$ cat src/rtl/surf_autotrain_sequencer.sv
// Per-SURF autotrain sequencer: seven training FSMs sharing one round-robin arbitrated COUT/DOUT alignment engine.
// Optional build macro SURF_AUTOTRAIN_RETRY_EN requeues failed alignments up to MAX_RETRY times before FAIL.
module surf_autotrain_sequencer #(
  parameter int unsigned TIMEOUT_CYCLES = 1000000,
  parameter int unsigned MAX_RETRY      = 3
) (
  input  logic        wb_clk_i,
  input  logic        wb_rst_n_i,
  input  logic [6:0]  enable_i,
  input  logic [6:0]  trainin_req_i,
  input  logic [6:0]  trainout_rdy_i,
  input  logic [6:0]  surf_live_i,
  output logic [6:0]  cin_train_o,
  output logic [6:0]  train_complete_o,
  output logic        align_req_o,
  output logic [2:0]  align_sel_o,
  input  logic        align_done_i,
  input  logic        align_ok_i,
  output logic [6:0]  fail_o,
  output logic [20:0] state_o
);

  localparam int unsigned N  = 7;
  localparam int unsigned TW = (TIMEOUT_CYCLES > 2) ? $clog2(TIMEOUT_CYCLES) : 1;

  typedef enum logic [2:0] {
    ST_IDLE       = 3'd0,
    ST_CIN_TRAIN  = 3'd1,
    ST_WAIT_ALIGN = 3'd2,
    ST_ALIGNING   = 3'd3,
    ST_COMPLETE   = 3'd4,
    ST_LIVE       = 3'd5,
    ST_FAIL       = 3'd6
  } state_t;

  if (MAX_RETRY > 3) begin : g_max_retry_range
    $error("MAX_RETRY exceeds the 2-bit retry counter");
  end

  state_t          st_q [N];
  state_t          st_d [N];
  logic [TW-1:0]   tmo_q [N];
  logic [2:0]      ptr_q;
  logic            req_prev_q;
  logic [N-1:0]    elig;
  logic            gnt_vld;
  logic [2:0]      gnt_idx;
  logic [2:0]      cand;
  logic            done_v;
`ifdef SURF_AUTOTRAIN_RETRY_EN
  logic [1:0]      rty_q [N];
  logic [1:0]      rty_d [N];
`endif

  assign done_v = align_req_o && align_done_i;

  // Round-robin pick from ptr+1 upward; an aborting SURF is not eligible.
  always_comb begin
    gnt_vld = 1'b0;
    gnt_idx = ptr_q;
    cand    = '0;
    for (int i = 0; i < int'(N); i++) begin
      elig[i] = (st_q[i] == ST_WAIT_ALIGN) && enable_i[i] && trainin_req_i[i];
    end
    if (!align_req_o && !req_prev_q) begin
      for (int k = 1; k <= int'(N); k++) begin
        cand = 3'((int'(ptr_q) + k) % int'(N));
        if (!gnt_vld && elig[cand]) begin
          gnt_vld = 1'b1;
          gnt_idx = cand;
        end
      end
    end
  end

  always_comb begin
    for (int i = 0; i < int'(N); i++) begin
      st_d[i] = st_q[i];
`ifdef SURF_AUTOTRAIN_RETRY_EN
      rty_d[i] = rty_q[i];
`endif
      case (st_q[i])
        ST_IDLE:       if (enable_i[i] && trainin_req_i[i]) st_d[i] = ST_CIN_TRAIN;
        ST_CIN_TRAIN: begin
          if (trainout_rdy_i[i])                           st_d[i] = ST_WAIT_ALIGN;
          else if (tmo_q[i] == TW'(TIMEOUT_CYCLES - 1))    st_d[i] = ST_FAIL;
        end
        ST_WAIT_ALIGN: if (gnt_vld && gnt_idx == 3'(i))    st_d[i] = ST_ALIGNING;
        ST_ALIGNING: begin
          if (done_v && align_sel_o == 3'(i)) begin
            if (align_ok_i) st_d[i] = ST_COMPLETE;
`ifdef SURF_AUTOTRAIN_RETRY_EN
            else if (rty_q[i] < 2'(MAX_RETRY)) begin
              rty_d[i] = rty_q[i] + 2'd1;
              st_d[i]  = ST_WAIT_ALIGN;
            end
`endif
            else st_d[i] = ST_FAIL;
          end
        end
        ST_COMPLETE: begin
          if (surf_live_i[i])                              st_d[i] = ST_LIVE;
          else if (tmo_q[i] == TW'(TIMEOUT_CYCLES - 1))    st_d[i] = ST_FAIL;
        end
        ST_LIVE:       if (!surf_live_i[i])                st_d[i] = ST_IDLE;
        ST_FAIL:       if (!trainin_req_i[i])              st_d[i] = ST_IDLE;
        default:                                           st_d[i] = ST_IDLE;
      endcase
      // Abort overrides every other transition.
      if (!enable_i[i]) begin
        st_d[i] = ST_IDLE;
      end else if (!trainin_req_i[i] &&
                   (st_q[i] inside {ST_CIN_TRAIN, ST_WAIT_ALIGN, ST_ALIGNING, ST_COMPLETE})) begin
        st_d[i] = ST_IDLE;
      end
`ifdef SURF_AUTOTRAIN_RETRY_EN
      if (st_d[i] == ST_IDLE) rty_d[i] = '0;
`endif
    end
  end

  always_comb begin
    for (int i = 0; i < int'(N); i++) begin
      state_o[3*i +: 3] = st_q[i];
    end
  end

  always_ff @(posedge wb_clk_i) begin
    if (!wb_rst_n_i) begin
      for (int i = 0; i < int'(N); i++) begin
        st_q[i]  <= ST_IDLE;
        tmo_q[i] <= '0;
`ifdef SURF_AUTOTRAIN_RETRY_EN
        rty_q[i] <= '0;
`endif
      end
      cin_train_o      <= '0;
      train_complete_o <= '0;
      fail_o           <= '0;
      align_req_o      <= 1'b0;
      align_sel_o      <= '0;
      ptr_q            <= 3'd6;
      req_prev_q       <= 1'b0;
    end else begin
      for (int i = 0; i < int'(N); i++) begin
        st_q[i] <= st_d[i];
`ifdef SURF_AUTOTRAIN_RETRY_EN
        rty_q[i] <= rty_d[i];
`endif
        // Timeout age restarts on any state change and saturates.
        if (st_d[i] != st_q[i]) begin
          tmo_q[i] <= '0;
        end else if ((st_q[i] == ST_CIN_TRAIN || st_q[i] == ST_COMPLETE) && tmo_q[i] != '1) begin
          tmo_q[i] <= tmo_q[i] + TW'(1);
        end
        cin_train_o[i]      <= st_d[i] inside {ST_CIN_TRAIN, ST_WAIT_ALIGN, ST_ALIGNING};
        train_complete_o[i] <= st_d[i] inside {ST_COMPLETE, ST_LIVE};
        fail_o[i]           <= (st_d[i] == ST_FAIL);
      end
      if (gnt_vld) begin
        align_sel_o <= gnt_idx;
        ptr_q       <= gnt_idx;
        align_req_o <= 1'b1;
      end else if (done_v) begin
        align_req_o <= 1'b0;
      end
      req_prev_q <= align_req_o;
    end
  end

endmodule

$ cat config.mk
export PLATFORM = sky130hd
export DESIGN_NAME = surf_autotrain_sequencer
export DESIGN_NICKNAME = d
export VERILOG_FILES = /design/src/rtl/surf_autotrain_sequencer.sv
export SDC_FILE = /design/constraint.sdc
export NUM_CORES = 1
export LEC_CHECK = 0
export CORE_MARGIN = 4
export CORE_UTILIZATION = 59
export CTS_CLUSTER_DIAMETER = 40
export DETAILED_ROUTE_END_ITERATION = 10
export GPL_ROUTABILITY_DRIVEN = 0
export PLACE_DENSITY_LB_ADDON = 0.12
export SETUP_SLACK_MARGIN = 0.05
export SYNTH_ARGS = -nofsm -noshare
export SYNTH_HDL_FRONTEND = slang
export SYNTH_SLANG_ARGS = --single-unit
$ cat constraint.sdc
create_clock -name wb_clk_i -period 8.8 [get_ports wb_clk_i]
set_input_delay 1.76 -clock wb_clk_i [delete_from_list [all_inputs] [get_ports wb_clk_i]]
set_output_delay 1.76 -clock wb_clk_i [all_outputs]
set_load 0.005 [all_outputs]
== Word-level counts from Yosys, hierarchy flattened ==
Memory sizes are Yosys's and may differ from the RTL's.
Cells that the tools add are included.
W data, S select, Z words.
Storage, ports and cells
  flip-flop bits (word level): 29
  bits in writable memories: 161
  output and inout port bits: 46
  word-level logic and storage cells: 473
  memories kept: 2
Memories
  tmo_q: words 7, bits a word 20, rd ports 7, clocked after memory_dff 0, write ports 7, line 42  | logic [TW-1:0] tmo_q [N];
  st_q: words 7, bits a word 3, rd ports 7, clocked after memory_dff 0, write ports 7, line 40  | state_t st_q [N];
Cells by class
  add/subtract/negate cells: 14
  divide/modulo/power cells: 7
  magnitude comparators: 7
  eq/ne operators: 117
  multiplexer cells: 188
  bitwise logic cells: 21
  reductions and logical operators: 110
Operator list (number)
  $mux W20: 14
  $mux W3: 85
  $mod A32 B4 Y32 const B: 7
  $pmux W3 S7: 7
  $eq A3 B3 Y1 const B: 48
  $add A20 B1 Y20 const B: 7
  $eq A20 B20 Y1 const B: 7
  $ne A20 B20 Y1 const B: 7
  $eq A3 B2 Y1 const B: 32
  $mux W1: 74
  $logic_and A1 B1 Y1: 57
  $eq A3 B1 Y1 const B: 16
  $lt A3 B4 Y1 const B: 7
  $reduce_bool A4 Y1: 7
  $logic_not A3 Y1: 9
  $bmux W1 S3: 7
  $ne A3 B3 Y1: 7
  $or A1 B1 Y1: 21
  $reduce_bool A3 Y1: 7
  $add A3 B3 Y4 const B: 4
  $reduce_bool A2 Y1: 8
  $logic_not A1 Y1: 15
  $add A3 B2 Y4 const B: 2
  $logic_or A1 B1 Y1: 7
  other kinds (2): 2

== Depth between registers and ports, before layout ==
An unclocked memory read counts as a cell.
  depth after elaboration: 44
  depth in mapped cells: 28
  mapped depth without buffers: 22

== Worst setup path before layout ==
OpenSTA, ideal clock, no wires.
  kind: reg-to-reg
  from: reg align_sel_o[0]
  to: mem tmo_q[4][0] (netlist name), enable pin
  data arrival time: 6690 ps
  slack: 1706 ps
  cell stages (with the launch flop): 26
  buffers on the path: 6
  period minus slack after synthesis: 7094 ps
  cells stage by stage: dfxtp_1 > buf_2 > buf_2 > buf_1 > clkbuf_1 > inv_1 > ha_1 > clkbuf_1 > inv_1 > ha_1 > ha_1 > clkbuf_1 > a31oi_1 > xnor2_1 > ha_1 > nand2_1 > o221a_2 > nor2_1 > mux4_2 > o211ai_2 > a2111oi_0 > o211ai_1 > nand4_1 > nor2_1 > a311oi_1 > o211ai_1
RTL lines
  start, declared: line 16  | output logic [2:0] align_sel_o,
  start signal, assigned: line 161  | align_sel_o <= gnt_idx;
  end, declared: line 42

==> impl_metrics.env <==
export IMPL_crit_buf_inv=2
export IMPL_initial_core_util_pct=60.0
export IMPL_grt_pass1_wl_um=53000
export IMPL_wl_per_cell_um=16.7
export IMPL_cts_hold_buffers=0
export IMPL_arrival_ns=7.37
export IMPL_yosysWarnings=0
export IMPL_first_pass_iters=7
export IMPL_design_area_um2=15100
export IMPL_boundaryPins=78
export IMPL_rows=55
export IMPL_tns_ns=0
export IMPL_fin_cells=1901
export IMPL_synth_nets=1629
export IMPL_die_y_um=160
export IMPL_crit_required_ns=8.87
export IMPL_clk_insertion_delay_late_ns=0.45
export IMPL_dpl_cell_count=1869
export IMPL_ys_types=96
export IMPL_outcome="completed"
export IMPL_worstMarginPinSlew_ns=1.33
export IMPL_grt_max_degree=44
export IMPL_leakagePower_nw=5.26
export IMPL_cp_end_kind="flop"
export IMPL_die_w_um=160
export IMPL_drc_errors=0
export IMPL_period_share_pct=83.0
export IMPL_clk_pin_slew_worst_paths_ns=0.07
export IMPL_core_um2=22600
export IMPL_seqCellArea_um2=5180
export IMPL_dp_hpwl_um=22800
export IMPL_slowest_delay_ns=0.72
export IMPL_synth_edff_count=140
export IMPL_overflow=0
export IMPL_dieArea_um2=25500
export IMPL_ys_seq_area_share_pct=38.2
export IMPL_wl_met1_um=14600
export IMPL_wl_met3_um=1740
export IMPL_vias=11700
export IMPL_peakVddDrop_uv=170
export IMPL_final_setup_viol_count=0
export IMPL_place_ws_ns=1.59
export IMPL_nets=1668
export IMPL_cap_violations=0
export IMPL_rsz0062_at_grt="no"
export IMPL_syn_area_um2=13600
export IMPL_worst_path_max_delay_cell="dfxtp_1"
export IMPL_synth_ff_type="edfxtp_1"
export IMPL_slew_headroom_pct=10.5
export IMPL_antenna_left=0
export IMPL_cts_tree="yes"
export IMPL_placed_area_um2=14500
export IMPL_regToRegSetupSlack_ns=1.49
export IMPL_antennaDiodeCount=0
export IMPL_path_class="flop to flop"
export IMPL_first_global_vias=10700
export IMPL_syn_instance_count=1564
export IMPL_async_flop_share_pct=0
export IMPL_multi_input_area_um2=7930
export IMPL_ctsResizeCount=0
export IMPL_synth_seq_cells=189
export IMPL_drv_slew=0
export IMPL_setup_ws_ns=1.49
export IMPL_synth_area_per_cell_um2=8.69
export IMPL_p_per_area_nw_per_um2=251
export IMPL_grt_total_usage_pct=24.5
export IMPL_numCtsBuffers=17
export IMPL_routed_wl_met2_um=14700
export IMPL_hold_path_class="flop to flop"
export IMPL_cts_path_max_buffers=2
export IMPL_critPathTopFamily="compound AO/OA/AOI/OAI gates"
export IMPL_routed_via_density=6.15
export IMPL_fin_worst_skew_ns=0.0187
export IMPL_htree_levels=4
export IMPL_portBuffers=77
export IMPL_cpMostUsedCell="ha_1"
export IMPL_antenna_found_initial=0
export IMPL_fin_crit_ns=7.31
export IMPL_area_growth_pct=11.3
export IMPL_clock_sinks=189
export IMPL_fillers=1844
export IMPL_critPathLaunchType="flop"
export IMPL_drive_above_1_share_pct=5.63
export IMPL_cts_setup_buffers=0
export IMPL_cts_root_buf="clkbuf_16"
export IMPL_drt_total_wl_um=31800
export IMPL_crit_chain="clkinv_1 > ha_1 > a21o_1 > ha_1 > a31oi_1 > xnor2_1 > ha_1 > a32o_1 > mux2i_2 > mux4_2 > nor2_1 > nor4b_1 > o31ai_1 > o21ai_0 > a21oi_1 > and3_1 > o31a_1 > buf_4 > or3b_1"
export IMPL_drt_iter0_drc=1131
export IMPL_fmax_mhz=137
export IMPL_top_layer_used="met4"
export IMPL_path_max_fanout=21
export IMPL_whs_ns=0.535
export IMPL_hold_viol=0
==> cells in the final DEF (no fill, tap or decap), drive strengths merged, types with 11 or more instances in the layout <==
master         count
inv               53
nor2             213
clkinv            11
clkbuf            17
a21oi             57
o21a              12
and2              25
xnor2             80
a21o              15
and3              38
o31ai             14
nor4              32
o211ai            17
edfxtp           140
ha                33
nand4             28
mux2i             14
dfxtp             49
o21ai             46
clkdlybuf4s50     77
nand2b            23
a31oi             19
xor2              77
nand3             89
nor2b             21
nor3              57
nand2            163
a211oi            17
==> final timing paths <==
path	start	end	depth (start not counted)
max	ptr_q[2]	tmo_q[0][8]	19
min reg2reg	align_sel_o[2]	align_sel_o[2]	2
min	align_sel_o[2]	align_sel_o[2]	2
max reg2reg	ptr_q[2]	tmo_q[0][8]	19
==> registers in the layout (all words and copies together), names as in the netlist <==
| signal | flops |
|---|---|
| train_complete_o | 7 |
| st_q | 21 |
| align_sel_o | 3 |
| fail_o | 7 |
| req_prev_q | 1 |
| cin_train_o | 7 |
| ptr_q | 2 |
| tmo_q | 140 |
| align_req_o | 1 |
==> synth_stat cells (16+ instances only) <==
library cell | number | area share (%)
a21oi_1 | 57 | 2.1
a31oi_1 | 18 | 0.83
and2_1 | 24 | 1.1
and3_1 | 38 | 1.7
clkbuf_1 | 43 | 1.2
dfxtp_1 | 49 | 7.2
edfxtp_1 | 140 | 31
ha_1 | 33 | 3.0
inv_1 | 46 | 1.3
nand2_1 | 163 | 4.5
nand2b_1 | 23 | 1.1
nand3_1 | 88 | 3.2
nand4_1 | 28 | 1.3
nor2_1 | 213 | 5.9
nor2b_1 | 21 | 0.97
nor3_1 | 57 | 2.1
nor4_1 | 32 | 1.5
o211ai_1 | 16 | 0.88
o21ai_0 | 44 | 1.6
xnor2_1 | 78 | 5.0
xor2_1 | 77 | 5.0
==> power by group <==
group / internal, mW / total (mW) / switching (mW)
Clock: 0.410 / 0.797 / 0.387
Combinational: 0.629 / 1.64 / 1.01
Sequential: 1.16 / 1.35 / 0.187
Total: 2.20 / 3.79 / 1.59
==> layer usage <==
metal | track usage (%) | up-vias
met3 | 4.05 | 65
li1 | - | 5805
met5 | 0 | -
met4 | 7.18 | 0
met1 | 34.2 | 5439
met2 | 39.6 | 375
==> kinds of logic after synthesis <==
family | count (synthesis) | share of synthesized area, %
simple gates | 758 | 27.6
mux | 24 | 2.22
flops | 189 | 38.2
buf+inv | 117 | 3.53
compound gates | 286 | 15.2
fa+ha+maj | 33 | 3.04
xor+xnor | 157 | 10.2
==> layout make-up <==
cell class | instances | share of cell area, %
Sequential cell | 189 | 34.3
Clock inverter | 15 | 1.29
Multi-Input combinational cell | 1258 | 52.4
Timing Repair Buffer | 87 | 5.59
Tap cell | 285 | 2.36
Inverter | 50 | 1.24
Clock buffer | 17 | 2.81
==> worst reg2reg max path, cell delays in order (launching register included) <==
cell and delay, ns:
dfxtp_1 0.72, clkinv_1 0.51, ha_1 0.41, a21o_1 0.26, ha_1 0.30, a31oi_1 0.21, xnor2_1 0.20, ha_1 0.30
a32o_1 0.24, mux2i_2 0.42, mux4_2 0.55, nor2_1 0.36, nor4b_1 0.11, o31ai_1 0.40, o21ai_0 0.16, a21oi_1 0.42
and3_1 0.28, o31a_1 0.13, buf_4 0.24, or3b_1 0.71
==> stage by stage <==
stage	utilization [%]	power [mW]
after floorplan	-	2.58
after global placement	64.1	2.92
after detailed placement	64.1	2.96
after CTS	66.8	3.77
after global routing	66.8	4.02
final	66.8	3.79
Note: power is estimated with default switching activity, not from simulation.
